==> config.mk <==
export PLATFORM = sky130hd
export DESIGN_NAME = ad_cmos_tx_ctrl
export DESIGN_NICKNAME = d
export VERILOG_FILES = /design/src/rtl/ad_cmos_tx_pkg.sv /design/src/rtl/ad_cmos_tx_slot_cnt.sv /design/src/rtl/ad_cmos_tx_ctrl.sv
export SDC_FILE = /design/constraint.sdc
export NUM_CORES = 1
export LEC_CHECK = 0
export ABC_AREA = 1
export ABC_CLOCK_PERIOD_IN_PS = 2490
export CAP_MARGIN = 20
export CORE_AREA = 2 2 110 112
export CTS_CLUSTER_DIAMETER = 200
export DETAILED_ROUTE_END_ITERATION = 10
export DIE_AREA = 0 0 112 114
export HOLD_SLACK_MARGIN = 0.1
export PLACE_DENSITY = 0.6
export REMOVE_ABC_BUFFERS = 1
export SYNTH_ARGS = -nofsm -noshare
export SYNTH_HDL_FRONTEND = slang
export SYNTH_HIERARCHICAL = 1
export SYNTH_SLANG_ARGS = --single-unit
==> constraint.sdc <==
create_clock -name clk -period 2.49 [get_ports clk]
set_clock_uncertainty 0.2 [all_clocks]
set_input_delay 0.3735 -clock clk [delete_from_list [all_inputs] [get_ports clk]]
set_output_delay 0.3735 -clock clk [all_outputs]
set_load 0.02 [all_outputs]
==> src/rtl/ad_cmos_tx_pkg.sv <==
// Shared types and constants for the AD CMOS transmit controller:
// FSM states, slot phase encoding and the tx_frame patterns.
package ad_cmos_tx_pkg;

  localparam int DW_DEFAULT = 12;

  typedef enum logic [1:0] {
    ST_IDLE  = 2'd0,
    ST_LEAD  = 2'd1,
    ST_RUN   = 2'd2,
    ST_FLUSH = 2'd3
  } tx_state_e;

  typedef enum logic {
    PH_A = 1'b0,
    PH_B = 1'b1
  } tx_phase_e;

  typedef struct packed {
    logic pos;
    logic neg;
  } frame_t;

  localparam frame_t FRAME_IDLE = '{pos: 1'b0, neg: 1'b0};
  localparam frame_t FRAME_1T   = '{pos: 1'b1, neg: 1'b0};
  localparam frame_t FRAME_2T_A = '{pos: 1'b1, neg: 1'b1};
  localparam frame_t FRAME_2T_B = '{pos: 1'b0, neg: 1'b0};

  // Frame pattern of an active cycle, given the channel mode and slot phase.
  function automatic frame_t frame_for(input logic two_t, input tx_phase_e ph);
    if (!two_t) return FRAME_1T;
    return (ph == PH_A) ? FRAME_2T_A : FRAME_2T_B;
  endfunction

endpackage

==> src/rtl/ad_cmos_tx_slot_cnt.sv <==
// Slot phase tracker and LEAD/FLUSH slot counter. Reports the last cycle of
// the current slot and whether the current/next slot is the final counted one.
module ad_cmos_tx_slot_cnt
  import ad_cmos_tx_pkg::*;
#(
  parameter int LEAD_CYCLES = 4
) (
  input  logic      clk,
  input  logic      rst,
  input  logic      active_i,
  input  logic      mode_2t_i,
  input  logic      clr_i,
  output tx_phase_e phase_next_o,
  output logic      slot_last_o,
  output logic      cnt_tc_o,
  output logic      tc_next_o
);

  localparam logic [7:0] TC = 8'(LEAD_CYCLES - 1);

  tx_phase_e  phase_q, phase_d;
  logic [7:0] cnt_q, cnt_d;
  logic       slot_last;

  assign slot_last = active_i && (!mode_2t_i || phase_q == PH_B);

  // NOTE: every always_comb output gets a default first, so no path can infer a latch.
  always_comb begin
    phase_d = PH_A;
    cnt_d   = cnt_q;
    if (active_i && mode_2t_i && phase_q == PH_A) phase_d = PH_B;
    if (clr_i)                          cnt_d = '0;
    else if (slot_last && cnt_q != TC)  cnt_d = cnt_q + 8'd1;
  end

  // NOTE: state registers use non-blocking assignments so all flops update together.
  always_ff @(posedge clk or posedge rst) begin
    if (rst) begin
      phase_q <= PH_A;
      cnt_q   <= '0;
    end else begin
      phase_q <= phase_d;
      cnt_q   <= cnt_d;
    end
  end

  assign phase_next_o = phase_d;
  assign slot_last_o  = slot_last;
  assign cnt_tc_o     = (cnt_q == TC);
  assign tc_next_o    = (cnt_d == TC);

endmodule

==> src/rtl/ad_cmos_tx_ctrl.sv <==
// Transmit-side controller for a CMOS DDR sample interface: sequences
// lead-in, sample streaming (1T/2T) and flush, with fully registered outputs.
module ad_cmos_tx_ctrl
  import ad_cmos_tx_pkg::*;
#(
  parameter int DW          = DW_DEFAULT,
  parameter int LEAD_CYCLES = 4
) (
  input  logic            clk,
  input  logic            rst,
  input  logic            tx_en,
  input  logic            mode_2t,
  input  logic            s_valid,
  output logic            s_ready,
  input  logic [4*DW-1:0] s_data,
  output logic [DW-1:0]   d_pos,
  output logic [DW-1:0]   d_neg,
  output logic            frame_pos,
  output logic            frame_neg,
  output logic            busy,
  output logic            underflow,
  output logic [15:0]     underflow_cnt
);

  tx_state_e       state_q, state_d;
  logic            mode_q, mode_d;
  logic [2*DW-1:0] hold_q, hold_d;
  logic [DW-1:0]   d_pos_q, d_pos_d, d_neg_q, d_neg_d;
  frame_t          frame_q, frame_d;
  logic            s_ready_q, s_ready_d;
  logic            busy_q, ufl_q;
  logic [15:0]     ucnt_q, ucnt_d;

  tx_phase_e phase_next;
  logic      slot_last, cnt_tc, tc_next, active, cnt_clr, take, starve, last_next;

  assign active  = (state_q != ST_IDLE);
  assign take    = s_ready_q && s_valid;
  assign starve  = s_ready_q && !s_valid;
  assign cnt_clr = (state_q == ST_IDLE && tx_en) ||
                   (state_q == ST_RUN && slot_last && !s_ready_q);

  ad_cmos_tx_slot_cnt #(
    .LEAD_CYCLES (LEAD_CYCLES)
  ) u_slot_cnt (
    .clk          (clk),
    .rst          (rst),
    .active_i     (active),
    .mode_2t_i    (mode_q),
    .clr_i        (cnt_clr),
    .phase_next_o (phase_next),
    .slot_last_o  (slot_last),
    .cnt_tc_o     (cnt_tc),
    .tc_next_o    (tc_next)
  );

  always_comb begin
    state_d = state_q;
    mode_d  = mode_q;
    ucnt_d  = ucnt_q;
    hold_d  = hold_q;
    d_pos_d = '0;
    d_neg_d = '0;

    case (state_q)
      ST_IDLE: if (tx_en) begin
        state_d = ST_LEAD;
        mode_d  = mode_2t;
        ucnt_d  = '0;
      end
      ST_LEAD:  if (slot_last && cnt_tc)     state_d = ST_RUN;
      ST_RUN:   if (slot_last && !s_ready_q) state_d = ST_FLUSH;
      ST_FLUSH: if (slot_last && cnt_tc)     state_d = ST_IDLE;
      default:  state_d = ST_IDLE;
    endcase

    if (starve && ucnt_q != 16'hFFFF) ucnt_d = ucnt_q + 16'd1;

    // A new slot starts from the accepted word; phase B replays the held i1/q1.
    if (take) begin
      d_pos_d = s_data[DW-1:0];
      d_neg_d = s_data[2*DW-1:DW];
      hold_d  = s_data[4*DW-1:2*DW];
    end else if (starve) begin
      hold_d  = '0;
    end else if (state_q == ST_RUN && !slot_last) begin
      d_pos_d = hold_q[DW-1:0];
      d_neg_d = hold_q[2*DW-1:DW];
    end

    last_next = !mode_d || phase_next == PH_B;
    frame_d   = (state_d == ST_IDLE) ? FRAME_IDLE : frame_for(mode_d, phase_next);
    s_ready_d = last_next && ((state_d == ST_LEAD && tc_next) ||
                              (state_d == ST_RUN && tx_en));
  end

  // NOTE: the sample hold register is reset too, so no stale word can leak after rst.
  always_ff @(posedge clk or posedge rst) begin
    if (rst) begin
      state_q   <= ST_IDLE;
      mode_q    <= 1'b0;
      hold_q    <= '0;
      d_pos_q   <= '0;
      d_neg_q   <= '0;
      frame_q   <= FRAME_IDLE;
      s_ready_q <= 1'b0;
      busy_q    <= 1'b0;
      ufl_q     <= 1'b0;
      ucnt_q    <= '0;
    end else begin
      state_q   <= state_d;
      mode_q    <= mode_d;
      hold_q    <= hold_d;
      d_pos_q   <= d_pos_d;
      d_neg_q   <= d_neg_d;
      frame_q   <= frame_d;
      s_ready_q <= s_ready_d;
      busy_q    <= (state_d != ST_IDLE);
      ufl_q     <= starve;
      ucnt_q    <= ucnt_d;
    end
  end

  assign s_ready       = s_ready_q;
  assign d_pos         = d_pos_q;
  assign d_neg         = d_neg_q;
  assign frame_pos     = frame_q.pos;
  assign frame_neg     = frame_q.neg;
  assign busy          = busy_q;
  assign underflow     = ufl_q;
  assign underflow_cnt = ucnt_q;

endmodule

==> impl_results.html <==
<table>
<tr><th>Metric</th><th>Value</th></tr>
<tr><th colspan="2">Timing</th></tr>
<tr><td>Hold violation count in the final report</td><td>0</td></tr>
<tr><td>Pin slew with the least headroom to its limit</td><td>0.6029 ns</td></tr>
<tr><td>Peak Freq</td><td>454.2 MHz</td></tr>
<tr><td>Setup TNS</td><td>0 ns</td></tr>
<tr><td>Final setup violation count</td><td>0</td></tr>
<tr><td>Final hold slack</td><td>0.1693 ns</td></tr>
<tr><td>Minimum clock period</td><td>2.202 ns</td></tr>
<tr><td>Relative slew slack</td><td>0.5975</td></tr>
<tr><td>Setup repair after global routing missed its margin</td><td>false</td></tr>
<tr><td>Final worst-path setup slack</td><td>0.2884 ns</td></tr>
<tr><td>Final worst-path cycle share</td><td>0.8842</td></tr>
<tr><td>Final Max Slew Viols</td><td>0</td></tr>
<tr><th colspan="2">Placed design</th></tr>
<tr><td>Sum of net half-perimeters after detailed placement</td><td>6.976 mm</td></tr>
<tr><td>DP Worst Slack</td><td>0.2278 ns</td></tr>
<tr><td>Cell count after placement</td><td>711</td></tr>
<tr><td>Post-place instance area</td><td>5099 um2</td></tr>
<tr><td>Port Buf Inserts</td><td>97</td></tr>
<tr><td>Routability congestion estimate</td><td>0.8738</td></tr>
<tr><th colspan="2">Clock tree</th></tr>
<tr><td>Cell at the root of the clock tree</td><td>sky130_fd_sc_hd__clkbuf_16</td></tr>
<tr><td>Clock buffer depth</td><td>2</td></tr>
<tr><td>CTS sink count</td><td>81</td></tr>
<tr><td>Cts hold-fix bufs</td><td>0</td></tr>
<tr><td>Total clock buffers created by CTS</td><td>9</td></tr>
<tr><td>Maximum level of the CTS H-tree</td><td>3</td></tr>
<tr><td>Clk_lat worst skew</td><td>0.33 ns</td></tr>
<tr><td>TritonCTS clock tree</td><td>built</td></tr>
<tr><td>Clock-pin transition on the worst setup and hold timing paths</td><td>0.06 ns</td></tr>
<tr><th colspan="2">Worst setup path</th></tr>
<tr><td>Cells on worst reg2reg path</td><td>15</td></tr>
<tr><td>Highest net fanout along the worst path</td><td>6</td></tr>
<tr><td>Worst Setup Start Kind</td><td>register</td></tr>
<tr><td>Reg-to-reg slack, setup</td><td>0.29 ns</td></tr>
<tr><td>R2R Path Start</td><td>state_q[1]$_DFF_PP0_</td></tr>
<tr><td>Setup Crit Path Kind</td><td>register to register</td></tr>
<tr><td>Kind of capture point of the worst setup path</td><td>register</td></tr>
<tr><td>Worst reg2reg endpoint</td><td>s_ready$_DFF_PP0_</td></tr>
<tr><td>Critical path data required time</td><td>2.55 ns</td></tr>
<tr><td>Arrival time of the worst setup path</td><td>2.26 ns</td></tr>
<tr><th colspan="2">Run status</th></tr>
<tr><td>Run status</td><td>finished clean</td></tr>
<tr><th colspan="2">Logic synthesis</th></tr>
<tr><td>Yosys Warn Count</td><td>6</td></tr>
<tr><td>Number of enable flip-flop cells after synthesis</td><td>0</td></tr>
<tr><td>Most common cell in the synthesized netlist</td><td>sky130_fd_sc_hd__nand2_1</td></tr>
<tr><td>Sequential cell area fraction in the yosys report</td><td>0.5123</td></tr>
<tr><td>Yosys top cell by area</td><td>sky130_fd_sc_hd__dfrtp_1</td></tr>
<tr><td>Proportion of netlist area held by the largest area contributor</td><td>0.5123</td></tr>
<tr><td>Post-Syn Instances</td><td>479</td></tr>
<tr><td>Mean instance size in the synthesized netlist</td><td>8.259 um2</td></tr>
<tr><td>Area contributors post-synth</td><td>sky130_fd_sc_hd__dfrtp_1 51%, sky130_fd_sc_hd__nand3_1 11%, sky130_fd_sc_hd__nand2_1 11%, sky130_fd_sc_hd__inv_1 4.8%, sky130_fd_sc_hd__o21ai_0 3.5%</td></tr>
<tr><td>Proportion of register bits with asynchronous set or reset after synthesis</td><td>1.000</td></tr>
<tr><td>Yosys cell types</td><td>28</td></tr>
<tr><td>Flip-flop and latch count after synthesis</td><td>81</td></tr>
<tr><td>Netlist area before placement</td><td>3956 um2</td></tr>
<tr><td>Leading post-synthesis cells by instance count</td><td>112 x sky130_fd_sc_hd__nand2_1, 90 x sky130_fd_sc_hd__nand3_1, 81 x sky130_fd_sc_hd__dfrtp_1</td></tr>
<tr><td>Dominant register cell in the synthesized netlist</td><td>sky130_fd_sc_hd__dfrtp_1</td></tr>
<tr><th colspan="2">Hold path</th></tr>
<tr><td>Hold Crit Class</td><td>input port to asynchronous set/reset pin</td></tr>
<tr><th colspan="2">Routing</th></tr>
<tr><td>DRC marker count from the first detailed-route iteration</td><td>155</td></tr>
<tr><td>Detailed-routing iteration count for the pre-antenna-repair pass</td><td>4</td></tr>
<tr><td>Aggregate routed wire length</td><td>9.551 mm</td></tr>
<tr><td>Remaining design rule violation count</td><td>0</td></tr>
<tr><td>Via density</td><td>4.838</td></tr>
<tr><td>Remaining antenna violation count after routing</td><td>0</td></tr>
<tr><td>Total number of vias</td><td>3517</td></tr>
<tr><td>Average routed wire per standard cell</td><td>13.14 um</td></tr>
<tr><th colspan="2">Floorplanning</th></tr>
<tr><td>Die X-Extent</td><td>112 um</td></tr>
<tr><td>Initial Utilization</td><td>0.3378</td></tr>
<tr><td>Floorplan die area</td><td>12770 um2</td></tr>
<tr><td>Core box area</td><td>11710 um2</td></tr>
<tr><td>Height of the chip</td><td>114 um</td></tr>
<tr><td>I/O Pins</td><td>98</td></tr>
<tr><td>Site row count</td><td>40</td></tr>
<tr><th colspan="2">GRT</th></tr>
<tr><td>Global-route congestion overflow total</td><td>0</td></tr>
<tr><td>Wire length of the first global-routing pass</td><td>15.92 mm</td></tr>
<tr><td>Pin count of the biggest net entering global routing</td><td>70</td></tr>
<tr><td>Global router's overall resource usage</td><td>0.1545</td></tr>
<tr><td>Number of antenna violations at the first check in global routing</td><td>0</td></tr>
<tr><td>Via count of the first global-routing pass</td><td>3379</td></tr>
<tr><th colspan="2">Final layout</th></tr>
<tr><td>Filler cell count in the final layout</td><td>1169</td></tr>
<tr><td>Final layout net count</td><td>630</td></tr>
<tr><td>Final Util</td><td>0.4597</td></tr>
<tr><td>Number of standard cells in the final layout excluding fillers</td><td>727</td></tr>
<tr><td>Area added between synthesis and finish</td><td>36.08%</td></tr>
<tr><td>Share of final-layout standard cells stronger than drive strength 1</td><td>0.09138</td></tr>
<tr><td>Design Area, Final</td><td>5384 um2</td></tr>
<tr><td>Number of inserted diodes</td><td>0</td></tr>
<tr><th colspan="2">Pwr</th></tr>
<tr><td>Cell area power density</td><td>858.6 nW/um2</td></tr>
<tr><td>Worst supply voltage drop on vdd</td><td>0.3943 mV</td></tr>
<tr><td>Design Power</td><td>4.623 mW</td></tr>
<tr><td>Leakage</td><td>2.510 nW</td></tr>
<tr><th colspan="2">Job</th></tr>
<tr><td>Count of maximum capacitance violations</td><td>0</td></tr>
</table>
-- power by group --
part	switching [mW]	total (mW)	internal, mW
registers	0.178	1.79	1.61
clock network	0.520	1.24	0.724
logic	0.983	1.59	0.608
-- cell families after synthesis --
kind of cell,count (synthesis),share of synthesized area
flip-flops,81,0.5123
buffers and inverters,75,0.07590
adder cells (fa/ha/maj),2,0.006324
XOR/XNOR,6,0.01328
AND/OR/NAND/NOR,256,0.3017
AO/OA/AOI/OAI,59,0.09045
-- layout make-up --
class | count | area, um2 | area share
Clock buffer | 11 | 252.7 | 0.04694
Clock inverter | 5 | 30.03 | 0.005578
Inverter | 55 | 206.4 | 0.03835
Multi-Input combinational cell | 323 | 1632 | 0.3030
Sequential cell | 81 | 2028 | 0.3767
Tap cell | 147 | 183.9 | 0.03416
Timing Repair Buffer | 105 | 1051 | 0.1952
-- cells in the final DEF (no fill, tap or decap) --
master and instances:
sky130_fd_sc_hd__nand3_1 90, sky130_fd_sc_hd__nor2_4 3, sky130_fd_sc_hd__nand2_4 3, sky130_fd_sc_hd__clkinvlp_4 2, sky130_fd_sc_hd__inv_1 49, sky130_fd_sc_hd__dfrtp_2 1, sky130_fd_sc_hd__buf_2 1, sky130_fd_sc_hd__ha_1 2
sky130_fd_sc_hd__inv_2 6, sky130_fd_sc_hd__dfrtp_1 80, sky130_fd_sc_hd__clkbuf_16 9, sky130_fd_sc_hd__nand3_2 3, sky130_fd_sc_hd__nand2_2 2, sky130_fd_sc_hd__o21ai_1 3, sky130_fd_sc_hd__a21o_1 1, sky130_fd_sc_hd__nor2_1 28
sky130_fd_sc_hd__o21ai_2 1, sky130_fd_sc_hd__clkdlybuf4s50_1 96, sky130_fd_sc_hd__a21oi_1 7, sky130_fd_sc_hd__nor2_8 1, sky130_fd_sc_hd__nand3b_1 2, sky130_fd_sc_hd__clkbuf_8 2, sky130_fd_sc_hd__xor2_1 5, sky130_fd_sc_hd__buf_4 6
sky130_fd_sc_hd__xnor2_1 1, sky130_fd_sc_hd__o21ai_0 28, sky130_fd_sc_hd__nor2_2 7, sky130_fd_sc_hd__nand2_1 112, sky130_fd_sc_hd__o31ai_1 18, sky130_fd_sc_hd__clkinv_2 3, sky130_fd_sc_hd__nand4_1 5, sky130_fd_sc_hd__o21ai_4 1
sky130_fd_sc_hd__buf_12 2
-- routing by layer --
metal | routed length (um) | vias to the layer above | global-route usage
met4 | 144 | 0 | 0.04797
met1 | 4298 | 1649 | 0.1994
met3 | 815 | 8 | 0.06004
met2 | 4292 | 105 | 0.2416
li1 | - | 1755 | -
met5 | 0 | - | 0
-- worst max-delay path, stage by stage, from the launching register on --
cell	delay, ns
sky130_fd_sc_hd__dfrtp_1	0.41
sky130_fd_sc_hd__nor2_2	0.15
sky130_fd_sc_hd__inv_1	0.08
sky130_fd_sc_hd__o21ai_2	0.07
sky130_fd_sc_hd__inv_1	0.08
sky130_fd_sc_hd__nand3_1	0.16
sky130_fd_sc_hd__nand2_1	0.16
sky130_fd_sc_hd__inv_2	0.13
sky130_fd_sc_hd__nand3_1	0.11
sky130_fd_sc_hd__nor2_1	0.11
sky130_fd_sc_hd__nand3_1	0.07
sky130_fd_sc_hd__nor2_1	0.12
sky130_fd_sc_hd__nand3_1	0.08
sky130_fd_sc_hd__nand2_1	0.07
sky130_fd_sc_hd__inv_1	0.04
sky130_fd_sc_hd__nor2_1	0.09
-- registers in the layout, summed over array words and instances (netlist names), 2 cells and up --
register / flops
hold_q: 24
underflow_cnt: 16
d_neg: 12
d_pos: 12
u_slot_cnt/cnt_q: 8
state_q: 2
-- worst max path at each step --
stage / cells past startpoint / start / to / slack [ns]
finish: 15 / state_q[1]$_DFF_PP0_ / s_ready$_DFF_PP0_ / 0.29
global route: 15 / state_q[0]$_DFF_PP0_ / s_ready$_DFF_PP0_ / 0.002
CTS: 15 / state_q[0]$_DFF_PP0_ / s_ready$_DFF_PP0_ / 0.19
detailed placement: 15 / state_q[0]$_DFF_PP0_ / s_ready$_DFF_PP0_ / 0.23
global placement: 15 / state_q[0]$_DFF_PP0_ / s_ready$_DFF_PP0_ / 0.31
floorplan: 12 / s_ready$_DFF_PP0_ / s_ready$_DFF_PP0_ / -0.91
-- timing repair --
| action | 4_1_cts | 5_1_grt |
|---|---|---|
| resized for setup | 0 | 2 |
| endpoints found under the setup margin | 0 | 1 |
| setup buffers | 0 | 0 |
(Power assumes the default switching activity.)
